## src/rtl/bp_pkg.sv

```systemverilog
// Shared branch-prediction types: control-kind encoding, counter constants
// and the 2-bit saturating counter step used by branch_target_buffer.
package bp_pkg;

  typedef enum logic [1:0] {
    BR   = 2'd0,
    JMP  = 2'd1,
    CALL = 2'd2,
    RET  = 2'd3
  } kind_e;

  localparam logic [1:0] CTR_WEAK_T   = 2'd2;
  localparam logic [1:0] CTR_STRONG_T = 2'd3;

  function automatic logic [1:0] ctr_next(input logic [1:0] ctr, input logic taken);
    logic [1:0] nxt;
    nxt = ctr;
    if (taken && ctr != 2'd3)
      nxt = ctr + 2'd1;
    else if (!taken && ctr != 2'd0)
      nxt = ctr - 2'd1;
    return nxt;
  endfunction

endpackage

```

## src/rtl/bp_ras.sv

```systemverilog
// Circular return-address stack: a push on a full stack overwrites the oldest
// entry, a pop on an empty stack is ignored. Used only under BTB_RAS_EN.
module bp_ras #(
  parameter int unsigned DEPTH = 4,
  parameter int unsigned W     = 32,
  localparam int unsigned PTR_W = (DEPTH > 1) ? $clog2(DEPTH) : 1,
  localparam int unsigned CNT_W = $clog2(DEPTH + 1)
) (
  input  logic             clk,
  input  logic             reset,
  input  logic             push,
  input  logic             pop,
  input  logic [W-1:0]     push_data,
  output logic [W-1:0]     top,
  output logic             empty,
  output logic [CNT_W-1:0] count
);

  logic [W-1:0]     mem [DEPTH];
  logic [PTR_W-1:0] wr_ptr_q;
  logic [CNT_W-1:0] count_q;

  // wr_ptr_q always names the next free slot; the pointer wraps naturally.
  always_ff @(posedge clk or posedge reset) begin
    if (reset) begin
      wr_ptr_q <= '0;
      count_q  <= '0;
    end else if (push) begin
      wr_ptr_q <= wr_ptr_q + PTR_W'(1);
      if (count_q != CNT_W'(DEPTH))
        count_q <= count_q + CNT_W'(1);
    end else if (pop && count_q != '0) begin
      wr_ptr_q <= wr_ptr_q - PTR_W'(1);
      count_q  <= count_q - CNT_W'(1);
    end
  end

  // NOTE: storage arrays carry no reset; the count alone says which slots are live.
  always_ff @(posedge clk) begin
    if (push)
      mem[wr_ptr_q] <= push_data;
  end

  assign top   = mem[wr_ptr_q - PTR_W'(1)];
  assign empty = (count_q == '0);
  assign count = count_q;

endmodule

```

## src/rtl/branch_target_buffer.sv

```systemverilog
// Direct-mapped branch target buffer with 2-bit direction counters beside fetch.
// Define BTB_RAS_EN to add a return-address stack that predicts kind-3 entries.
module branch_target_buffer
  import bp_pkg::*;
#(
  parameter int unsigned ENTRIES   = 16,
  parameter int unsigned PC_W      = 32,
  parameter int unsigned RAS_DEPTH = 4,
  localparam int unsigned IDX_W = $clog2(ENTRIES),
  localparam int unsigned TAG_W = PC_W - 2 - IDX_W
) (
  input  logic            clk,
  input  logic            reset,
  input  logic [PC_W-1:0] if_pc,
  output logic            pred_hit,
  output logic            pred_taken,
  output logic [PC_W-1:0] pred_next_pc,
  input  logic            upd_valid,
  input  logic [PC_W-1:0] upd_pc,
  input  logic [1:0]      upd_kind,
  input  logic            upd_taken,
  input  logic [PC_W-1:0] upd_target,
  input  logic            flush_all
);

  logic [ENTRIES-1:0] valid_q;
  logic [1:0]         ctr_q    [ENTRIES];
  logic [TAG_W-1:0]   tag_q    [ENTRIES];
  logic [PC_W-3:0]    target_q [ENTRIES];
  kind_e              kind_q   [ENTRIES];

  logic [IDX_W-1:0] lk_idx, up_idx;
  logic [TAG_W-1:0] lk_tag, up_tag;
  logic             up_hit, up_taken, do_upd;
  kind_e            up_kind;
  logic [PC_W-1:0]  lk_target;
  logic             ras_use;
  logic [PC_W-1:0]  ras_top;

  assign lk_idx = if_pc[IDX_W+1:2];
  assign lk_tag = if_pc[PC_W-1:IDX_W+2];
  assign up_idx = upd_pc[IDX_W+1:2];
  assign up_tag = upd_pc[PC_W-1:IDX_W+2];

  assign up_kind  = kind_e'(upd_kind);
  assign up_taken = (up_kind != BR) || upd_taken;
  assign up_hit   = valid_q[up_idx] && (tag_q[up_idx] == up_tag);
  assign do_upd   = upd_valid && !flush_all;

`ifdef BTB_RAS_EN
  logic                           ras_empty;
  logic [$clog2(RAS_DEPTH+1)-1:0] ras_count;
  logic                           unused_bits;

  bp_ras #(
    .DEPTH (RAS_DEPTH),
    .W     (PC_W)
  ) u_ras (
    .clk       (clk),
    .reset     (reset),
    .push      (do_upd && up_kind == CALL),
    .pop       (do_upd && up_kind == RET),
    .push_data (upd_pc + PC_W'(4)),
    .top       (ras_top),
    .empty     (ras_empty),
    .count     (ras_count)
  );

  assign ras_use     = !ras_empty;
  assign unused_bits = ^{if_pc[1:0], upd_target[1:0], ras_count};
`else
  logic unused_bits;

  assign ras_use     = 1'b0;
  assign ras_top     = '0;
  assign unused_bits = ^{if_pc[1:0], upd_pc[1:0], upd_target[1:0]} ^ (RAS_DEPTH == 0);
`endif

  // Lookup reads only registered state, so a same-cycle update is not bypassed.
  always_comb begin
    // NOTE: every always_comb output gets a default first so no path infers a latch.
    pred_hit     = 1'b0;
    pred_taken   = 1'b0;
    lk_target    = {target_q[lk_idx], 2'b00};
    pred_next_pc = if_pc + PC_W'(4);
    if (valid_q[lk_idx] && tag_q[lk_idx] == lk_tag) begin
      pred_hit   = 1'b1;
      pred_taken = (kind_q[lk_idx] != BR) || ctr_q[lk_idx][1];
      if (kind_q[lk_idx] == RET && ras_use)
        lk_target = ras_top;
    end
    if (pred_taken)
      pred_next_pc = lk_target;
  end

  // NOTE: sequential state uses non-blocking assignments only, so every flop
  // samples its pre-edge value regardless of statement order.
  always_ff @(posedge clk or posedge reset) begin
    if (reset) begin
      valid_q <= '0;
      for (int i = 0; i < ENTRIES; i++)
        ctr_q[i] <= '0;
    end else if (flush_all) begin
      valid_q <= '0;
    end else if (upd_valid) begin
      if (up_hit) begin
        if (up_kind == BR)
          ctr_q[up_idx] <= ctr_next(ctr_q[up_idx], upd_taken);
      end else if (up_taken) begin
        valid_q[up_idx] <= 1'b1;
        ctr_q[up_idx]   <= (up_kind == BR) ? CTR_WEAK_T : CTR_STRONG_T;
      end
    end
  end

  // Payload is written on every taken update; on a hit the tag rewrite is a no-op.
  always_ff @(posedge clk) begin
    if (do_upd && up_taken) begin
      tag_q[up_idx]    <= up_tag;
      target_q[up_idx] <= upd_target[PC_W-1:2];
      kind_q[up_idx]   <= up_kind;
    end
  end

endmodule

```

## config.mk

```make
export PLATFORM = sky130hd
export DESIGN_NAME = branch_target_buffer
export DESIGN_NICKNAME = d
export VERILOG_FILES = /design/src/rtl/bp_pkg.sv /design/src/rtl/bp_ras.sv /design/src/rtl/branch_target_buffer.sv
export SDC_FILE = /design/constraint.sdc
export NUM_CORES = 1
export LEC_CHECK = 0
export CELL_PAD_IN_SITES_DETAIL_PLACEMENT = 1
export CELL_PAD_IN_SITES_GLOBAL_PLACEMENT = 2
export CORE_ASPECT_RATIO = 1.1
export CORE_MARGIN = 4
export CORE_UTILIZATION = 52
export DETAILED_ROUTE_END_ITERATION = 6
export PLACE_DENSITY = 0.85
export SYNTH_ARGS = -nofsm -noshare
export SYNTH_HDL_FRONTEND = slang
export SYNTH_SLANG_ARGS = --single-unit
```

## constraint.sdc

```tcl
create_clock -name clk -period 11.9 [get_ports clk]
set_input_delay 2.38 -clock clk [delete_from_list [all_inputs] [get_ports clk]]
set_output_delay 2.38 -clock clk [all_outputs]
set_load 0.01 [all_outputs]
```

# --- Word-level counts from Yosys, hierarchy flattened ---
# Memories as Yosys holds them, arrays and structs flattened.
# Cells that the tools add are included.
# W data, S select, Z words.
word_totals:
  regBits: 48
  ram_bits: 928
  output_inout_bits: 34
  memories: 3
classes:
  add_sub_neg: 3
  order_cmp: 6
  eq_ne: 5
  muxes: 35
  n_bitwise: 4
  reduce_logical: 21
memory_table:
  columns: ["memory", "words", "width", "rd", "rd_ports_with_merged_regs", "write_ports", "line", "source"]
  rows:
  - ["target_q", 16, 30, 1, 0, 1, "branch_target_buffer.sv:29", "logic [PC_W-3:0] target_q [ENTRIES];"]
  - ["tag_q", 16, 26, 2, 0, 1, "branch_target_buffer.sv:28", "logic [TAG_W-1:0] tag_q [ENTRIES];"]
  - ["kind_q", 16, 2, 1, 0, 1, "branch_target_buffer.sv:30", "kind_e kind_q [ENTRIES];"]
ops:
  columns: ["op", "n"]
  rows:
  - ["$mux W32", 4]
  - ["$bwmux W32", 2]
  - ["$mux W16", 4]
  - ["$eq A26 B26 Y1", 2]
  - ["$add A32 B3 Y32 const B", 1]
  - ["$mux W2", 11]
  - ["$bmux W2 S4", 2]
  - ["$or A16 B16 Y16", 1]
  - ["$reduce_bool A2 Y1", 6]
  - ["$ge A5 B5 Y1 const B", 2]
  - ["$lt A4 B5 Y1 const B", 2]
  - ["$not A4 Y5", 2]
  - ["$bmux W1 S4", 2]
  - ["$demux W2 S4", 1]
  - ["$logic_and A1 B1 Y1", 8]
  - ["$mux W1", 8]
  - ["$lt A5 B1 Y1 const B", 1]
  - ["$demux W1 S4", 1]
  - ["$ge A4 B1 Y1 const B", 1]
  - ["$ne A2 B2 Y1 const B", 2]
  - ["$reduce_and A4 Y1", 1]
  - ["$reduce_and A3 Y1", 1]
  - ["$add A2 B1 Y2 const B", 1]
  - ["$logic_not A1 Y1", 2]
  - ["5 further kinds", 6]

# --- Logic depth before layout (Yosys ltp) ---
# Gate-level depths: netlist of the first run.
logic_depth:
  depth_word: 15
  depth_mapped: 18
  ltp_nobuf: 10

# --- Worst setup path after synthesis of the first run ---
# No wires, ideal clock.
synth_timing:
  path_type: "input to register"
  startpoint: "in upd_pc[2]"
  endpoint: "mem kind_q[8][0] in the netlist's numbering, enable pin"
  t_arrival_ns: 9.214
  required_time_ns: 11.282
  setup_slack_ns: 2.069
  path_stages: 8
  cell_sequence: "buf_6 -> buf_8 -> buf_6 -> buf_4 -> buf_2 -> buf_2 -> clkbuf_8 -> nor4_1"
synth_rtl:
  columns: ["item", "line", "source"]
  rows:
  - ["start, declared", "branch_target_buffer.sv:19", "input logic [PC_W-1:0] upd_pc,"]
  - ["end, declared", "branch_target_buffer.sv:30", null]
# No word-level cell before the write port.

# --- Worst setup path in the final report of the first run ---
layout_timing:
  startpoint: "in if_pc[4]"
  endpoint: "out pred_next_pc[16]"
layout_between:
  elab_chain_len: 7
  elab_cells_between_ends: 16
layout_lines:
  columns: ["item", "line", "source"]
  rows:
  - ["start, declared", "branch_target_buffer.sv:14", "input logic [PC_W-1:0] if_pc,"]
  - ["branches (longest 6 deep; another with $mem_v2 Z16 W26)", null, null]
  - ["$mux W32 *", "branch_target_buffer.sv:92", "if (pred_taken)"]
  - ["end, declared", "branch_target_buffer.sv:17", "output logic [PC_W-1:0] pred_next_pc,"]
# Every way passes the cells marked *. The select of a mux whose other input is x is not followed.

==> metrics.log, run 1 <==
[metrics] status: finished clean
[metrics] drt initial violations: around 3,100
[metrics] post-detailed-route via-to-cell ratio: a little under 7
[metrics] antenna violations before repair: 8
[metrics] number of top-level pins: 137
[metrics] global-route usage over all layers: 0.2783
[metrics] count of state elements after synthesis: between 900 and 1,000
[metrics] CTS Buf Count: 98
[metrics] pre-CTS setup slack: around 1900 ps
[metrics] Vias: approximately 23,000
[metrics] first-pass GRT wire length: 175,500 um
[metrics] most common cell after layout, fill and taps aside: edfxtp_1
[metrics] count of standard-cell rows: 110
[metrics] slew at the pin closest to its max-slew limit: 1185 ps
[metrics] area share of the leading cell type in the synthesized netlist: 0.6470
[metrics] WL final: 120,000 um
[metrics] Remaining DRCs: 0
[metrics] NumNets Final: around 2,400
[metrics] clk buf depth: 3
[metrics] global placement routability congestion: approximately 0.81
[metrics] startpoint-to-endpoint class of the critical path: input port to output port
[metrics] achievable frequency: 0.09971 GHz
[metrics] number of enable-type register cells in the synthesized netlist: 928
[metrics] sequential element share of the synthesized area: 0.6749
[metrics] total negative slack: 0 ps
[metrics] combinational fraction of design power: 0.082
[metrics] startpoint type of the worst setup path: input port
[metrics] signal arrival time at the worst endpoint: ~7700 ps
[metrics] RSZ-0062 raised after global routing: no
[metrics] Period Utilization, post-route: 0.8428
[metrics] dominant register cell in the synthesized netlist: edfxtp_1
[metrics] crit path max-delay cell type: buf_6
[metrics] longest individual stage delay on the worst path: approximately 670 ps
[metrics] Die ar.: a little under 90,000 sq um
[metrics] Leak Pwr: 0.01546 uW
[metrics] yosys synthesis warning count: 0
[metrics] worst reg-to-reg setup slack: a little under 8000 ps
[metrics] hold path depth: 1
[metrics] number of cells on the worst reg-to-reg path: 9
[metrics] highest-count cells in the layout ignoring fill and taps: 928 x edfxtp_1, 359 x mux4_2, 124 x clkdlybuf4s50_1
[metrics] starting density of the core: 0.5251
[metrics] area growth from synthesis to layout: 12.65%
[metrics] maximum fanout encountered on the critical timing path: 65
[metrics] total power per unit cell area: between 150 and 200 nW/um^2
[metrics] Max-cap violations: 0
[metrics] syn_nets: around 2,300
[metrics] internal power: 5794 uW
[metrics] Worst R2R End: valid_q[1]
[metrics] cell-by-cell listing of the critical path: buf_6 -> buf_4 -> mux4_2 -> nor2b_1 -> a211oi_1 -> a21oi_1 -> xor2_1 -> nor4_1 -> nand2_1 -> nor4_1 -> nor2b_4 -> buf_4 -> mux2_2 -> clkdlybuf4s50_1
[metrics] leading cell types by total area after synthesis: edfxtp_1 65%, mux4_2 19%, dfrtp_1 2.8%
[metrics] Finish-stage setup viols: 0
[metrics] Post-synth ARST share: 0.04918
[metrics] number of detailed-routing iterations run before antenna repair: 5
[metrics] number of buffer cells added on primary ports: around 130
[metrics] shortest period the worst path allows: around 10,000 ps
[metrics] relative contribution of the clock network to total power: 0.402
[metrics] number of gates resized after CTS: 0
[metrics] class of the tightest hold or removal check: flip-flop to flip-flop
[metrics] Post-Synthesis Cells: about 2,100
[metrics] switching pwr: between 1500 and 2000 uW
[metrics] Critical Path Start: if_pc[4]
[metrics] final antenna-violating net count: 0
[metrics] Overflow after GRT: 0
[metrics] Clock Sinks: ~980
[metrics] maximum number of pins on one net before global-route repair: a little over 80
[metrics] detailed-placement wirelength estimate: roughly 70,000 um
[metrics] Post-CTS Setup Inserts: 0
[metrics] Worst IR Drop VDD: approximately 0.12 mV
[metrics] Yosys cell types: 72
[metrics] Sequential Power Share: 0.517
[metrics] post-synthesis cell area: around 43,000 sq um
[metrics] source-to-sink clock delay at the later pin of the worst-skew pair: ~680 ps
[metrics] Root Buffer Master: clkbuf_16
[metrics] headroom to the max-slew limit: 0.2055
[metrics] chip height: 309.9 um
[metrics] vias in the first global route: 24,830
[metrics] H-tree Lvls: 3
[metrics] Worst EP required: about 9500 ps
[metrics] clock-pin slew on the worst setup and hold paths: 60 ps
[metrics] cell type with the largest total area after synthesis: edfxtp_1
[metrics] count of endpoints failing hold in the final timing report: 0
[metrics] fraction of final layout cells with drive strength greater than 1: 0.2751
[metrics] die span in x: 282.4 um
[metrics] average size of a mapped cell: ~20 sq um
[metrics] Critical path destination: pred_next_pc[16]
[metrics] TritonCTS clock tree: yes
[metrics] wire per inst: between 30 and 40 um
[metrics] switch share: 0.2245
[metrics] core area: around 82,000 sq um
[metrics] startpoint of the most critical register-to-register path: tag_q[7][7]
[metrics] pins over their slew limit: 0
[metrics] endpoint kind of the worst setup timing path: output port
[metrics] cts-stage hold buffer count: 0
[metrics] Worst Slack Setup Final: ~1900 ps
[metrics] Clock Skew: approximately 27 ps
-- Yosys cell counts, drive strengths merged, types with 16 or more instances --
cell and n:
nor2 57, edfxtp 928, clkbuf 60, xnor2 46, a21oi 68, dfrtp 48, buf 82, a22o 22
a211oi 27, o22ai 16, nand2 52, mux4 378, nor2b 32, nor3 29, a41oi 16, xor2 33
mux2i 66, mux2 43
-- critical path: cells and delay by family --
kind / cells / cell delay (ps)
XOR/XNOR: 1 / 200
AND/OR/NAND/NOR: 5 / 1520
multiplexers: 2 / 810
buffers and inverters: 4 / 2210
AO/OA/AOI/OAI: 2 / 390
-- layer usage --
layer | share of wire | global-route usage | vias to the layer above
li1 | - | - | 9395
met1 | 0.39 | 0.3857 | 12560
met2 | 0.49 | 0.4543 | 1247
met3 | 0.083 | 0.04854 | 248
met4 | 0.034 | 0.09837 | 10
met5 | 0.00057 | 0 | -
-- stage by stage --
stage / instances / total power [uW] / utilization / hold slack (ps) / cell area (sq um)
final: 3440 / 7472 / 0.5915 / 502.0 / 48520
after global routing: 3436 / 7713 / 0.5914 / 521.2 / 48510
after floorplan: 2145 / 4302 / - / 460.8 / 43070
after detailed placement: 3256 / 4539 / 0.5537 / 481.5 / 45420
after global placement: 3256 / 4511 / 0.5537 / 476.9 / 45420
after CTS: 3434 / 7521 / 0.5913 / 501.3 / 48500
-- worst min path at each step --
stage | startpoint | slack (ps) | endpoint
CTS | ctr_q[24] | 500 | ctr_q[24]
global placement | ctr_q[24] | 480 | ctr_q[24]
global route | ctr_q[10] | 520 | ctr_q[10]
finish | ctr_q[24] | 500 | ctr_q[24]
floorplan | ctr_q[18] | 460 | ctr_q[18]
detailed placement | ctr_q[24] | 480 | ctr_q[24]
-- area by class of cell --
type,instances,area [sq um]
diodes,6,15.01
flip-flops and latches,976,29070
clock inverters,58,496.7
multi-input cells,1014,13190
well taps,1064,1331
repair buffers,189,1778
inverters,13,48.80
fillers,6898,33510
clock buffers,120,2587
-- power groups by stage --
| stage | logic [uW] | clock network [uW] | registers, uW |
|---|---|---|---|
| 2_1_floorplan | 384 | 0 | 3920 |
| 3_3_place_gp | 588 | 0 | 3920 |
| 3_5_place_dp | 609 | 0 | 3930 |
| 4_1_cts | 613 | 3050 | 3860 |
| 5_1_grt | 648 | 3200 | 3860 |
| 6_report | 610 | 3000 | 3860 |
-- state kept, by name (all words and copies together), names as in the netlist --
signal	flops
tag_q	416
target_q	480
kind_q	32
valid_q	16
ctr_q	32
-- cells by family (layout without fill, tap and decap cells) --
kind of cell	Yosys count	count (layout)	share of synthesized area
xor+xnor	79	79	0.01606
other cells	0	6	0
compound gates	196	196	0.03126
buf+inv	155	380	0.02138
simple gates	249	249	0.02978
mux	487	487	0.2258
flops	976	976	0.6749
fa+ha+maj	3	3	0.0008716
Power figures use the tool's default switching activity.
==> inputs of run 2 (changes only) <==
--- a/config.mk
+++ b/config.mk
@@ -9,9 +9,9 @@
 export CELL_PAD_IN_SITES_GLOBAL_PLACEMENT = 2
 export CORE_ASPECT_RATIO = 1.1
 export CORE_MARGIN = 4
-export CORE_UTILIZATION = 52
+export CORE_UTILIZATION = 49
 export DETAILED_ROUTE_END_ITERATION = 6
-export PLACE_DENSITY = 0.85
+export PLACE_DENSITY = 0.8
 export SYNTH_ARGS = -nofsm -noshare
 export SYNTH_HDL_FRONTEND = slang
 export SYNTH_SLANG_ARGS = --single-unit
==> constraint.sdc (replaced) <==
create_clock -name clk -period 10.3 [get_ports clk]
set_input_delay 2.06 -clock clk [delete_from_list [all_inputs] [get_ports clk]]
set_output_delay 2.06 -clock clk [all_outputs]
set_load 0.01 [all_outputs]
==> run 2 against run 1 <==
Net effect: global-route usage is 2.0 points lower; non-clock buffer count is 5 higher; register-to-register slack worse by 1800 ps; first-iteration DRC count decreased by 13%; critical path depth rose by 1; sequential share of layout area down 0.47 points; combinational power is 15% higher; clock skew increased by 2.2 ps; flip-flop and latch count did not move; largest cell class unchanged.
==> metrics.log, run 2 (same netlist as run 1, synthesis figures left out) <==
[metrics] status: finished clean
[metrics] crit path max-delay cell type: or4_1
[metrics] Overflow after GRT: 0
[metrics] cell-by-cell listing of the critical path: buf_8 -> buf_12 -> mux4_2 -> nor2b_1 -> a211oi_1 -> a21oi_1 -> xnor2_1 -> nand4_1 -> or4_1 -> nor4_1 -> buf_4 -> nor2b_4 -> buf_12 -> mux2_2 -> clkdlybuf4s50_1
[metrics] highest-count cells in the layout ignoring fill and taps: 928 x edfxtp_1, 359 x mux4_2, 124 x clkdlybuf4s50_1
[metrics] starting density of the core: 0.4962
[metrics] Max-cap violations: 0
[metrics] total area of sequential cells: between 20,000 and 30,000 sq um
[metrics] first-pass GRT wire length: roughly 180,000 um
[metrics] dominant cell type by count on the critical path: buf_12
[metrics] fraction of final layout cells with drive strength greater than 1: 0.2756
[metrics] registers with the highest flip-flop counts: target_q: 480 flops, tag_q: 416 flops
[metrics] drt initial violations: 2,714
[metrics] Period Utilization, post-route: 0.8640
[metrics] RSZ-0062 raised after global routing: no
[metrics] clock-pin slew on the worst setup and hold paths: ~60 ps
[metrics] Biggest register: target_q
[metrics] slew at the pin closest to its max-slew limit: 1221 ps
[metrics] area of the multi-input gates: roughly 13,000 sq um
[metrics] final antenna-violating net count: 0
[metrics] clk buf depth: 3
[metrics] number of gates resized after CTS: 0
[metrics] pins over their slew limit: 0
[metrics] switch share: 0.2199
[metrics] startpoint-to-endpoint class of the critical path: input port to output port
[metrics] area growth from synthesis to layout: 13.53%
[metrics] pre-CTS setup slack: between 1000 and 1500 ps
[metrics] Sequential Power Share: 0.508
[metrics] Worst IR Drop VDD: between 0.15 and 0.2 mV
[metrics] switching pwr: between 1500 and 2000 uW
[metrics] Clock Sinks: slightly below 1,000
[metrics] NumNets Final: approximately 2,400
[metrics] Remaining DRCs: 0
[metrics] headroom to the max-slew limit: 0.1797
[metrics] CTS Buf Count: between 90 and 100
[metrics] vias in the first global route: between 20,000 and 25,000
[metrics] number of detailed-routing iterations run before antenna repair: 5
[metrics] Vias: 23,270
[metrics] cts-stage hold buffer count: 0
[metrics] TritonCTS clock tree: yes
[metrics] endpoint kind of the worst setup timing path: output port
[metrics] fill cell count: 7,488
[metrics] source-to-sink clock delay at the later pin of the worst-skew pair: 670 ps
[metrics] detailed-placement wirelength estimate: just over 70,000 um
[metrics] chip height: ~320 um
[metrics] Leak Pwr: between 0.015 and 0.02 uW
[metrics] number of buffer cells added on primary ports: 132
[metrics] Finish-stage setup viols: 0
[metrics] internal power: ~7000 uW
[metrics] Clock Skew: just under 30 ps
[metrics] count of standard-cell rows: between 100 and 150
[metrics] post-detailed-route via-to-cell ratio: between 6 and 7
[metrics] class of the tightest hold or removal check: flip-flop to flip-flop
[metrics] count of endpoints failing hold in the final timing report: 0
[metrics] antenna violations before repair: 11
[metrics] Worst EP required: roughly 8200 ps
[metrics] Die ar.: between 90,000 and 100,000 sq um
[metrics] signal arrival time at the worst endpoint: about 6800 ps
[metrics] WL final: between 100,000 and 150,000 um
[metrics] global-route usage over all layers: 0.2585
[metrics] global placement routability congestion: about 0.8
[metrics] startpoint type of the worst setup path: input port
[metrics] total negative slack: 0 ps
[metrics] combinational fraction of design power: 0.080
[metrics] core area: between 80,000 and 90,000 sq um
[metrics] relative contribution of the clock network to total power: 0.412
[metrics] number of flip-flops in the largest register: 480
[metrics] maximum fanout encountered on the critical timing path: between 40 and 50
[metrics] longest individual stage delay on the worst path: between 600 and 700 ps
[metrics] achievable frequency: 0.1124 GHz
[metrics] number of top-level pins: 137
[metrics] H-tree Lvls: 3
[metrics] most common cell after layout, fill and taps aside: edfxtp_1
[metrics] wire per inst: around 34 um
[metrics] shortest period the worst path allows: 8899 ps
[metrics] Root Buffer Master: clkbuf_16
[metrics] die span in x: 290.7 um
[metrics] Worst Slack Setup Final: roughly 1400 ps
[metrics] total power per unit cell area: roughly 180 nW/um^2
[metrics] maximum number of pins on one net before global-route repair: ~120
[metrics] Post-CTS Setup Inserts: 0
==> run 2: cell count changes in the layout (fill, tap and decap cells not counted), sizes merged <==
cell / delta
clkinv: -8
buf: +5
clkbuf: +5
bufinv: +4
clkinvlp: +3
diode: -2
inv: +1
==> run 2: power by group through the flow <==
stage | clock, uW | sequential (uW) | combinational [uW]
after floorplan | 0 | 4530 | 444
after global placement | 0 | 4530 | 687
after detailed placement | 0 | 4540 | 704
after CTS | 3670 | 4460 | 708
after global routing | 3870 | 4460 | 750
final | 3610 | 4460 | 704
==> run 2: path summary, 6_finish.rpt <==
kind | cells past startpoint | slack, ps | end | from
max | 15 | 1400 | pred_next_pc[16] | if_pc[2]
min | 1 | 500 | ctr_q[20] | ctr_q[20]
max reg2reg | 11 | 5960 | ctr_q[4] | tag_q[4][7]
min reg2reg | 1 | 500 | ctr_q[20] | ctr_q[20]
max in group asynchronous | 2 | 7690 | valid_q[5] | reset
min in group asynchronous | 2 | 1970 | ctr_q[28] | reset
==> run 2: stage by stage <==
step                utilization  hold WS, ps  cell area [sq um]  std cells  total power, uW
finish                   0.5633        502.5              48900       3534             8775
global route             0.5632        509.8              48890       3531             9086
CTS                      0.5632        502.5              48890       3530             8839
detailed placement       0.5256        483.2              45630       3347             5244
global placement         0.5256        477.4              45630       3347             5219
floorplan                     -        460.8              43070       2145             4970
==> run 2: cell type report <==
class	count	area share
inverters	13	0.0009979
multi-input cells	1014	0.2695
flip-flops and latches	976	0.5944
well taps	1150	0.02943
diodes	4	0.0002047
clock inverters	58	0.01215
repair buffers	194	0.03866
clock buffers	125	0.05458
==> run 2: routing by layer <==
metal | track usage | share of wire | up-vias
met5 | 0 | 0.00092 | -
met4 | 0.07015 | 0.024 | 16
met3 | 0.04071 | 0.071 | 196
met2 | 0.4309 | 0.50 | 1027
met1 | 0.3611 | 0.40 | 12640
li1 | - | - | 9400
==> run 2: critical path: cells and delay by family <==
kind	cells	cell delay [ps]
multiplexers	2	930
XOR/XNOR	1	190
AO/OA/AOI/OAI	2	330
AND/OR/NAND/NOR	5	1500
buffers and inverters	5	1640
